## config.mk

```make
export PLATFORM = sky130hd
export DESIGN_NAME = alu_uart_interface_flat
export DESIGN_NICKNAME = d
export VERILOG_FILES = /design/src/rtl/alu_uart_interface_pkg.sv /design/src/rtl/alu_uart_interface_if.sv /design/src/rtl/alu_uart_interface.sv /design/src/flat_wrapper.sv
export SDC_FILE = /design/constraint.sdc
export NUM_CORES = 1
export LEC_CHECK = 0
export BUFFER_PORTS_ARGS = -buffer_cell sky130_fd_sc_hd__buf_4
export CAP_MARGIN = 15
export CELL_PAD_IN_SITES_DETAIL_PLACEMENT = 0
export CELL_PAD_IN_SITES_GLOBAL_PLACEMENT = 1
export CORE_ASPECT_RATIO = 1.4
export CORE_MARGIN = 2
export CORE_UTILIZATION = 30
export DETAILED_ROUTE_END_ITERATION = 7
export PLACE_DENSITY = 0.81
export REMOVE_ABC_BUFFERS = 1
export SYNTH_ARGS = -nofsm -noshare
export SYNTH_HDL_FRONTEND = slang
export SYNTH_SLANG_ARGS = --single-unit
export TNS_END_PERCENT = 5
```

## constraint.sdc

```tcl
create_clock -name i_clk -period 1.8 [get_ports i_clk]
set_input_delay 0.54 -clock i_clk [delete_from_list [all_inputs] [get_ports i_clk]]
set_output_delay 0.54 -clock i_clk [all_outputs]
set_load 0.1 [all_outputs]
```

## src/rtl/alu_uart_interface_pkg.sv

```systemverilog
// Shared definitions for the UART command/response stage in front of the ALU.
package alu_uart_interface_pkg;

  localparam int NB_DATA_DEF = 8;
  localparam int NB_OP_DEF   = 6;

  // Bit positions inside the flags byte returned after the result byte
  localparam int FLAG_ZERO = 0;
  localparam int FLAG_OVF  = 1;

  typedef enum logic [2:0] {
    ST_WAIT_A   = 3'd0,
    ST_WAIT_B   = 3'd1,
    ST_WAIT_OP  = 3'd2,
    ST_COMPUTE  = 3'd3,
    ST_SEND_RES = 3'd4,
    ST_WAIT_RES = 3'd5,
    ST_SEND_FLG = 3'd6,
    ST_WAIT_FLG = 3'd7
  } state_t;

  // Only the three byte-collection states accept new received bytes
  function automatic logic isBusyState(input state_t s);
    return !((s == ST_WAIT_A) || (s == ST_WAIT_B) || (s == ST_WAIT_OP));
  endfunction

endpackage

```

## src/rtl/alu_uart_interface_if.sv

```systemverilog
// Handshake and operand bus between UART RX/TX, the ALU and the command stage.
interface alu_uart_interface_if
  import alu_uart_interface_pkg::*;
#(
  parameter int NB_DATA = NB_DATA_DEF,
  parameter int NB_OP   = NB_OP_DEF
);

  logic [NB_DATA-1:0] i_rx_data;
  logic               i_rx_done;
  logic               i_tx_done;
  logic [NB_DATA-1:0] i_alu_result;
  logic               i_alu_overflow;
  logic               i_alu_zero;
  logic [NB_DATA-1:0] o_data_a;
  logic [NB_DATA-1:0] o_data_b;
  logic [NB_OP-1:0]   o_operation_code;
  logic [NB_DATA-1:0] o_tx_data;
  logic               o_tx_start;
  logic               o_busy;
  logic               o_rx_drop;

  // Command stage side
  modport slave (
    input  i_rx_data, i_rx_done, i_tx_done, i_alu_result, i_alu_overflow, i_alu_zero,
    output o_data_a, o_data_b, o_operation_code, o_tx_data, o_tx_start, o_busy, o_rx_drop
  );

  // Surrounding UART/ALU side
  modport master (
    output i_rx_data, i_rx_done, i_tx_done, i_alu_result, i_alu_overflow, i_alu_zero,
    input  o_data_a, o_data_b, o_operation_code, o_tx_data, o_tx_start, o_busy, o_rx_drop
  );

endinterface

```

## src/rtl/alu_uart_interface.sv

```systemverilog
// Collects operand A, operand B and opcode bytes from the UART receiver, holds
// them as ALU inputs, then returns the result byte and a flags byte via UART TX.
module alu_uart_interface
  import alu_uart_interface_pkg::*;
#(
  parameter int NB_DATA = NB_DATA_DEF,
  parameter int NB_OP   = NB_OP_DEF
) (
  input  logic                 i_clk,
  input  logic                 reset_button,
  alu_uart_interface_if.slave  bus
);

  state_t             r_state;
  state_t             w_next_state;
  logic [NB_DATA-1:0] r_data_a;
  logic [NB_DATA-1:0] r_data_b;
  logic [NB_OP-1:0]   r_operation_code;
  logic [NB_DATA-1:0] r_tx_data;
  logic               r_rx_drop;
  logic [NB_DATA-1:0] w_flags;

  // Pack the ALU status bits into the flags byte
  always_comb begin
    w_flags            = '0;
    w_flags[FLAG_ZERO] = bus.i_alu_zero;
    w_flags[FLAG_OVF]  = bus.i_alu_overflow;
  end

  // Next-state logic; every WAIT_* state waits indefinitely for its strobe
  always_comb begin
    w_next_state = r_state;
    case (r_state)
      ST_WAIT_A:   if (bus.i_rx_done) w_next_state = ST_WAIT_B;
      ST_WAIT_B:   if (bus.i_rx_done) w_next_state = ST_WAIT_OP;
      ST_WAIT_OP:  if (bus.i_rx_done) w_next_state = ST_COMPUTE;
      ST_COMPUTE:  w_next_state = ST_SEND_RES;
      ST_SEND_RES: w_next_state = ST_WAIT_RES;
      ST_WAIT_RES: if (bus.i_tx_done) w_next_state = ST_SEND_FLG;
      ST_SEND_FLG: w_next_state = ST_WAIT_FLG;
      ST_WAIT_FLG: if (bus.i_tx_done) w_next_state = ST_WAIT_A;
      default:     w_next_state = ST_WAIT_A;
    endcase
  end

  // State register and datapath; the TX byte is captured one cycle before its
  // start strobe so it is already valid in the SEND_RES/SEND_FLG cycle
  always_ff @(posedge i_clk) begin
    if (reset_button) begin
      r_state          <= ST_WAIT_A;
      r_data_a         <= '0;
      r_data_b         <= '0;
      r_operation_code <= '0;
      r_tx_data        <= '0;
      r_rx_drop        <= 1'b0;
    end else begin
      r_state   <= w_next_state;
      r_rx_drop <= bus.i_rx_done && isBusyState(r_state);
      case (r_state)
        ST_WAIT_A:   if (bus.i_rx_done) r_data_a <= bus.i_rx_data;
        ST_WAIT_B:   if (bus.i_rx_done) r_data_b <= bus.i_rx_data;
        ST_WAIT_OP:  if (bus.i_rx_done) r_operation_code <= bus.i_rx_data[NB_OP-1:0];
        ST_COMPUTE:  r_tx_data <= bus.i_alu_result;
        ST_WAIT_RES: if (bus.i_tx_done) r_tx_data <= w_flags;
        default:     r_tx_data <= r_tx_data;
      endcase
    end
  end

  assign bus.o_data_a         = r_data_a;
  assign bus.o_data_b         = r_data_b;
  assign bus.o_operation_code = r_operation_code;
  assign bus.o_tx_data        = r_tx_data;
  assign bus.o_tx_start       = (r_state == ST_SEND_RES) || (r_state == ST_SEND_FLG);
  assign bus.o_busy           = isBusyState(r_state);
  assign bus.o_rx_drop        = r_rx_drop;

endmodule

```

## src/flat_wrapper.sv

```systemverilog
// flat-port wrapper written by rule: the top's interface ports become plain ports
module alu_uart_interface_flat import alu_uart_interface_pkg::*;
#(
  parameter int NB_DATA = NB_DATA_DEF,
  parameter int NB_OP   = NB_OP_DEF
)
  (i_clk, reset_button, bus_i_rx_data, bus_i_rx_done, bus_i_tx_done, bus_i_alu_result, bus_i_alu_overflow, bus_i_alu_zero, bus_o_data_a, bus_o_data_b, bus_o_operation_code, bus_o_tx_data, bus_o_tx_start, bus_o_busy, bus_o_rx_drop);
  alu_uart_interface_if #(.NB_DATA(NB_DATA), .NB_OP(NB_OP)) bus_i ();
  input  logic i_clk;
  input  logic reset_button;
  input wire logic [$bits(bus_i.i_rx_data)-1:0] bus_i_rx_data;
  input wire logic [$bits(bus_i.i_rx_done)-1:0] bus_i_rx_done;
  input wire logic [$bits(bus_i.i_tx_done)-1:0] bus_i_tx_done;
  input wire logic [$bits(bus_i.i_alu_result)-1:0] bus_i_alu_result;
  input wire logic [$bits(bus_i.i_alu_overflow)-1:0] bus_i_alu_overflow;
  input wire logic [$bits(bus_i.i_alu_zero)-1:0] bus_i_alu_zero;
  output wire logic [$bits(bus_i.o_data_a)-1:0] bus_o_data_a;
  output wire logic [$bits(bus_i.o_data_b)-1:0] bus_o_data_b;
  output wire logic [$bits(bus_i.o_operation_code)-1:0] bus_o_operation_code;
  output wire logic [$bits(bus_i.o_tx_data)-1:0] bus_o_tx_data;
  output wire logic [$bits(bus_i.o_tx_start)-1:0] bus_o_tx_start;
  output wire logic [$bits(bus_i.o_busy)-1:0] bus_o_busy;
  output wire logic [$bits(bus_i.o_rx_drop)-1:0] bus_o_rx_drop;
  assign bus_i.i_rx_data = bus_i_rx_data;
  assign bus_i.i_rx_done = bus_i_rx_done;
  assign bus_i.i_tx_done = bus_i_tx_done;
  assign bus_i.i_alu_result = bus_i_alu_result;
  assign bus_i.i_alu_overflow = bus_i_alu_overflow;
  assign bus_i.i_alu_zero = bus_i_alu_zero;
  assign bus_o_data_a = bus_i.o_data_a;
  assign bus_o_data_b = bus_i.o_data_b;
  assign bus_o_operation_code = bus_i.o_operation_code;
  assign bus_o_tx_data = bus_i.o_tx_data;
  assign bus_o_tx_start = bus_i.o_tx_start;
  assign bus_o_busy = bus_i.o_busy;
  assign bus_o_rx_drop = bus_i.o_rx_drop;
  alu_uart_interface #(.NB_DATA(NB_DATA), .NB_OP(NB_OP)) u_core (.i_clk(i_clk), .reset_button(reset_button), .bus(bus_i));
endmodule
```

==> impl_summary.txt, run 1 <==
----------------------------------------------------
[Placed design]
  Placed wire-length estimate after detailed placement ... 2.368 mm
  Final weighted congestion in routability-driven placement ... 0.7292
  Port Buffer Count ... 54

[GRT]
  Number of global-route vias before repair ... between 1000 and 1500
  Pin count of the biggest net entering global routing ... 18
  Global-route wire length before repair ... 5.168 mm
  Number of antenna violations at the first check in global routing ... 0
  Total GRT Usage ... 13.31%
  GRT Residual Overflow ... 0

[Setup path]
  Type of element capturing the critical path ... output pin
  Critical Path RT ... between 1000 and 1500 ps
  Setup Crit Path Kind ... register to output pin
  Register-to-Register Setup Slack ... 320 ps
  Crit-path leading delay family ... flip-flops
  Ordered list of cells on the worst path ... nor2b_1 -> buf_6
  Reg2Reg Launch Point ... u_core.r_state[0]
  Number of gates on the worst path with buffers counted ... 2
  Critical path origin ... u_core.r_state[2]
  Number of cells on the worst reg-to-reg path ... 4
  Cell with the largest stage delay on the worst path ... sky130_fd_sc_hd__dfxtp_2
  Crit path arrival time ... 1190 ps
  Critical Path Fanout Max ... 14
  Critical path buffers and inverters ... 1
  Endpoint of the worst setup timing path ... bus_o_tx_start
  Delay contributed by the slowest stage of the critical path ... roughly 480 ps
  Startpoint type of the worst setup path ... register
  Reg-to-reg critical path endpoint ... u_core.bus.o_data_a[1]

[Floorplanning]
  Cell Rows ... 28
  Starting density of the core ... approximately a third
  Top-level I/O count ... 55
  Vertical extent of the die ... between 80 and 90 microns
  Die outline width ... 60.54 microns
  Core area ... 0.004274 sq mm
  Die Area ... between 0.005 and 0.006 sq mm

[Final layout]
  Area growth from synthesis to layout ... 39.05%
  Final net count ... 219
  Number of fillers in the final layout ... approximately 450
  Total area of multi-input combinational cells ... around 580 sq um
  Ant diodes ... 0
  Share of cells above drive strength 1 ... 36.73%
  Combined flip-flop and latch cell area ... 681.9 sq um

[Clocking]
  Clock transition at path regs ... around 60 ps
  Number of buffers inserted for hold repair after clock tree synthesis ... 0
  Maximum number of buffers from clock root to sink ... 2
  Root buffer cell ... sky130_fd_sc_hd__clkbuf_8
  TritonCTS clock tree ... done
  Sink count of the clock tree ... 34
  Clk Latency, worst-skew pair ... around 270 ps
  Inserted Clock Buffers ... 5
  CTS HTree Levels ... 2
  Total setup buffers inserted after CTS ... 0

[Synth]
  EDFF count, synth ... 0
  Post-synth top area cell ... sky130_fd_sc_hd__dfxtp_1
  Average cell area after synthesis ... 9.388 sq um
  Most frequent cells after synthesis ... 34 x sky130_fd_sc_hd__dfxtp_1, 34 x sky130_fd_sc_hd__nand2_1, 18 x sky130_fd_sc_hd__a21oi_1
  Dominant combinational cell family by area after synthesis ... simple AND/OR/NAND/NOR gates
  Mux share of post-synthesis cell area ... 4.473%
  Most frequently used flop master after synthesis ... sky130_fd_sc_hd__dfxtp_1
  Post-synthesis cell count ... approximately 140
  Adder and majority cell fraction of the synthesized area ... 0%
  Synth warn ... 0
  Compound-cell area share of the yosys netlist ... 13.98%
  Synth Area in Simple Gates ... 24.51%
  Top area cells in the synthesized netlist ... sky130_fd_sc_hd__dfxtp_1 51%, sky130_fd_sc_hd__nand2_1 9.5%, sky130_fd_sc_hd__a21oi_1 6.7%
  Fraction of registers with async set/reset ... 0%
  Netlist area before placement ... 0.001343 sq mm
  Flip-flop and latch count after synthesis ... 34
  Area share of the leading cell type in the synthesized netlist ... 50.70%
  Share of the yosys chip area belonging to registers ... 50.70%
  Post-synthesis xor/xnor area fraction ... 0%
  Post-synth cell types ... 29

[Route]
  Total via count in the routed design ... 1163
  Drt first-iter violations ... 46
  Wire length after detailed routing ... about 3.2 mm
  Remaining antenna violation count after routing ... 0
  Detailed-route vias per instance ... between 4 and 5
  Detailed Routing Iterations Pass 1 ... 4
  Routed len/inst ... 12.38 microns
  Residual DRC ... 0

[Timing]
  Highest Clock Rate ... 577.3 MHz
  Final period demand of the worst path ... 1732 ps
  Worst hold margin ... 456.6 ps
  Number of endpoints with negative hold slack in the final report ... 0
  Worst Tran Pin Value ... roughly 470 ps
  Final setup fails ... 0
  Final critical-path share of the clock period ... 96.23%
  Clock Skews ... 1.821 ps
  Max_slew headroom ... 68.66%
  Max-slew violation total from the final report ... 0

[Pwr]
  Maximum vdd drop ... roughly 260 uV
  Power per Cell Area ... around 930 mW/mm^2
  Power after layout ... 1.733 mW
  Lkg Pwr ... 0.7949 nW

[Worst hold path]
  Class of the tightest hold or removal check ... register to register

[Run status]
  Outcome ... finished clean

[Job]
  Maximum capacitance violations ... 0

----------------------------------------------------
[kinds of logic after synthesis]
kind of cell,count (synthesis)
AOI/OAI and AO/OA,28
buffers and inverters,14
DFF,34
muxes,6
and+or+nand+nor,61
[how the worst min path moves through the flow]
stage / from / endpoint / slack, ps / cells past startpoint
2_1_floorplan: u_core.r_state[1] / u_core.r_state[1] / 600 / 2
3_3_place_gp: u_core.bus.o_data_a[3] / u_core.bus.o_data_a[3] / 440 / 2
3_5_place_dp: u_core.bus.o_data_b[3] / u_core.bus.o_data_b[3] / 450 / 2
4_1_cts: u_core.bus.o_data_b[3] / u_core.bus.o_data_b[3] / 460 / 2
5_1_grt: bus_i_alu_result[2] / u_core.bus.o_tx_data[2] / 460 / 2
6_report: u_core.bus.o_data_b[3] / u_core.bus.o_data_b[3] / 460 / 2
[metrics by stage]
stage	std cells	TNS (ps)	setup slack (ps)	utilization [%]	cell area, sq um
finish	256	0	67.93	43.68	1867
global route	256	-13.64	-13.64	43.68	1867
CTS	256	0	50.25	43.50	1859
detailed placement	250	0	186.9	41.54	1775
global placement	250	0	214.2	41.54	1775
floorplan	133	-651.9	-651.9	-	1272
[cell type report]
class,instances,area share (%)
sequential,34,36.53
inverter,4,0.8043
clock buffer,6,4.424
multi-input combinational,95,31.10
timing repair buffer,57,23.12
tap,60,4.021
[tightest hold or removal path, cell delays in order (launching register included)]
cell	delay (ps)
sky130_fd_sc_hd__dfxtp_1	310
sky130_fd_sc_hd__nand2_1	50
sky130_fd_sc_hd__a21oi_1	50
[registers in the layout, summed over array words and instances (netlist names)]
name	count
u_core.bus.o_tx_data	8
u_core.bus.o_operation_code	6
u_core.bus.o_data_b	8
u_core.bus.o_data_a	8
u_core.r_state	3
u_core.bus.o_rx_drop	1
[per-layer routing]
| layer | share of wire (%) | up-vias | track usage (%) |
|---|---|---|---|
| met4 | 1.0 | 0 | 4.348 |
| met1 | 43 | 519 | 16.17 |
| met3 | 8.3 | 6 | 4.829 |
| met2 | 48 | 44 | 21.34 |
| li1 | - | 594 | - |
| met5 | 0 | - | 0 |
[where the power goes]
group          leakage, nW  switching [mW]  internal, mW  total [mW]
clock network       0.0431           0.238         0.294       0.533
logic                0.475           0.291         0.108       0.399
registers            0.277          0.0189         0.783       0.802
[timing repair]
action | 4_1_cts | 5_1_grt
pin swaps | 0 | 0
gates resized for setup | 1 | 2
endpoints found under the setup margin | 2 | 2
[cells in the final DEF (no fill, tap or decap), drive strengths merged, types with 2 or more instances in the layout]
| cell type | Yosys | routed |
|---|---|---|
| clkbuf | 2 | 6 |
| nor2 | 10 | 10 |
| nor4b | 2 | 2 |
| buf | 8 | 57 |
| a21oi | 18 | 18 |
| inv | 4 | 4 |
| mux2i | 6 | 6 |
| a22o | 6 | 6 |
| nor3 | 4 | 4 |
| and4bb | 2 | 2 |
| a2111oi | 2 | 2 |
| dfxtp | 34 | 34 |
| nand2 | 34 | 34 |
Power figures use the tool's default switching activity.
==> run 2, diff against run 1 <==
--- a/config.mk
+++ b/config.mk
@@ -13,6 +13,7 @@
 export CORE_MARGIN = 2
 export CORE_UTILIZATION = 30
 export DETAILED_ROUTE_END_ITERATION = 7
+export GPL_TIMING_DRIVEN = 0
 export PLACE_DENSITY = 0.81
 export REMOVE_ABC_BUFFERS = 1
 export SYNTH_ARGS = -nofsm -noshare
==> impl_summary.txt, run 2 (synthesis gave the netlist of run 1 again) <==
----------------------------------------------------
[Setup path]
  Critical path origin ... u_core.r_state[1]
  Reg-to-reg critical path endpoint ... u_core.bus.o_data_a[3]
  Crit path arrival time ... 1200 ps
  Register-to-Register Setup Slack ... 380 ps
  Critical Path Fanout Max ... 13
  Endpoint of the worst setup timing path ... bus_o_busy
  Type of element capturing the critical path ... output pin
  Setup Crit Path Kind ... register to output pin
  Number of cells on the worst reg-to-reg path ... 3
  Critical Path RT ... approximately 1300 ps
  Startpoint type of the worst setup path ... register
  Reg2Reg Launch Point ... u_core.r_state[2]

[Clocking]
  Root buffer cell ... sky130_fd_sc_hd__clkbuf_8
  Total setup buffers inserted after CTS ... 0
  Clock transition at path regs ... 70 ps
  TritonCTS clock tree ... done
  Sink count of the clock tree ... 34
  Maximum number of buffers from clock root to sink ... 2
  CTS HTree Levels ... 2
  Clk Latency, worst-skew pair ... 280 ps
  Number of buffers inserted for hold repair after clock tree synthesis ... 0
  Inserted Clock Buffers ... 5

[Pwr]
  Portion of total power attributed to combinational logic ... 20.8%
  Lkg Pwr ... 0.7950 nW
  Sequential share of power ... 44.0%
  Maximum vdd drop ... between 300 and 400 uV
  Power after layout ... 1.839 mW
  Net switching power of the design ... 566.8 uW
  Part of the total power dissipated in the clock network ... about a third
  Net switching fraction of the power ... 30.83%
  Internal power ... around 1.3 mW
  Power per Cell Area ... about 1000 mW/mm^2

[Timing]
  Max_slew headroom ... 66.15%
  Setup_tns ... 0 ps
  Max-slew violation total from the final report ... 0
  Highest Clock Rate ... 574.4 MHz
  Final critical-path share of the clock period ... 96.71%
  Worst Tran Pin Value ... 505.6 ps
  Setup repair after global routing missed its margin ... yes
  Final period demand of the worst path ... between 1500 and 2000 ps
  Clock Skews ... 1.802 ps
  Final setup fails ... 0
  Number of endpoints with negative hold slack in the final report ... 0

[Floorplanning]
  Die Area ... 0.005033 sq mm
  Core area ... 0.004274 sq mm
  Vertical extent of the die ... 83.15 microns
  Top-level I/O count ... 55
  Cell Rows ... 28
  Die outline width ... ~61 microns
  Starting density of the core ... 31.41%

[GRT]
  GRT Residual Overflow ... 0
  Number of global-route vias before repair ... roughly 1000
  Number of antenna violations at the first check in global routing ... 0
  Global-route wire length before repair ... 4.809 mm
  Total GRT Usage ... between 10% and 20%
  Pin count of the biggest net entering global routing ... 31

[Route]
  Residual DRC ... 0
  Remaining antenna violation count after routing ... 0
  Routed len/inst ... around 12 microns
  Total via count in the routed design ... 1162
  Wire length after detailed routing ... 3.076 mm
  Detailed-route vias per instance ... between 4 and 5
  Drt first-iter violations ... 43
  Detailed Routing Iterations Pass 1 ... 4

[Final layout]
  Top library cells by usage in the layout, fill and taps aside ... 52 x sky130_fd_sc_hd__buf_4, 34 x sky130_fd_sc_hd__nand2_1, 31 x sky130_fd_sc_hd__dfxtp_1, 18 x sky130_fd_sc_hd__a21oi_1, 10 x sky130_fd_sc_hd__nor2_1
  Final net count ... 216
  Ant diodes ... 0
  Utilization after layout ... 43.91%
  Share of cells above drive strength 1 ... 36.92%
  Most common cell after layout, fill and taps aside ... sky130_fd_sc_hd__buf_4
  Area growth from synthesis to layout ... 39.79%

[Job]
  Maximum capacitance violations ... 0

[Placed design]
  Placed wire-length estimate after detailed placement ... 2.230 mm
  Final weighted congestion in routability-driven placement ... ~0.67
  Port Buffer Count ... between 50 and 60

[Run status]
  Outcome ... finished clean

[Worst hold path]
  Class of the tightest hold or removal check ... register to register

----------------------------------------------------
## run 2: changes by cell type in the layout (fill, tap and decap cells not counted), sizes merged
cell / previous run / this run
buf: 57 / 54
clkbuf: 6 / 8
## run 2: power groups by stage
| stage | combinational [mW] | clock [mW] | sequential, mW |
|---|---|---|---|
| global placement | 0.385 | 0 | 0.826 |
| detailed placement | 0.385 | 0 | 0.826 |
| finish | 0.382 | 0.647 | 0.810 |
| floorplan | 0.0844 | 0 | 1.01 |
| global route | 0.405 | 0.701 | 0.814 |
| CTS | 0.387 | 0.669 | 0.810 |
## run 2: stage by stage
stage | setup slack (ps) | area, sq um | hold WS, ps | cells
2_1_floorplan | -651.9 | 1272 | 604.7 | 133
3_3_place_gp | 165.9 | 1753 | 442.9 | 247
3_5_place_dp | 152.8 | 1753 | 448.8 | 247
4_1_cts | 7.148 | 1867 | 458.2 | 255
5_1_grt | -8.232 | 1877 | 465.1 | 255
6_report | 59.19 | 1877 | 457.0 | 255
## run 2: repair_timing
action / 4_1_cts / 5_1_grt
endpoints found under the setup margin: 2 / 2
resized for setup: 3 / 3
pin swaps: 0 / 0
## run 2: routing by layer
layer  vias up  routed length (microns)  global-route usage [%]
met4         0                       20                   4.150
li1        589                        -                       -
met2        46                     1441                   19.86
met1       523                     1382                   15.61
met5         -                        0                       0
met3         4                      231                   4.050
## run 2: worst min-delay path by stage
| stage | slack (ps) | from | endpoint | cells after the start |
|---|---|---|---|---|
| 4_1_cts | 460 | u_core.bus.o_data_b[5] | u_core.bus.o_data_b[5] | 2 |
| 3_5_place_dp | 450 | u_core.bus.o_data_b[5] | u_core.bus.o_data_b[5] | 2 |
| 6_report | 460 | u_core.bus.o_data_a[7] | u_core.bus.o_data_a[7] | 2 |
| 2_1_floorplan | 600 | u_core.r_state[1] | u_core.r_state[1] | 2 |
| 5_1_grt | 470 | bus_i_alu_result[7] | u_core.bus.o_tx_data[7] | 2 |
| 3_3_place_gp | 440 | u_core.bus.o_data_b[6] | u_core.bus.o_data_b[6] | 2 |
## run 2: layout make-up
cell class              count  area (sq um)
clock buffers               8         110.1
flip-flops and latches     34         686.9
well taps                  60         75.07
inverters                   4         15.01
repair buffers             54         412.9
fillers                   453          2397
multi-input cells          95         576.8
## run 2: worst max-delay path, cell delays in order, from the launching register on
cell,delay [ps]
sky130_fd_sc_hd__dfxtp_2,390
sky130_fd_sc_hd__a21oi_1,270
sky130_fd_sc_hd__inv_1,80
sky130_fd_sc_hd__buf_6,190
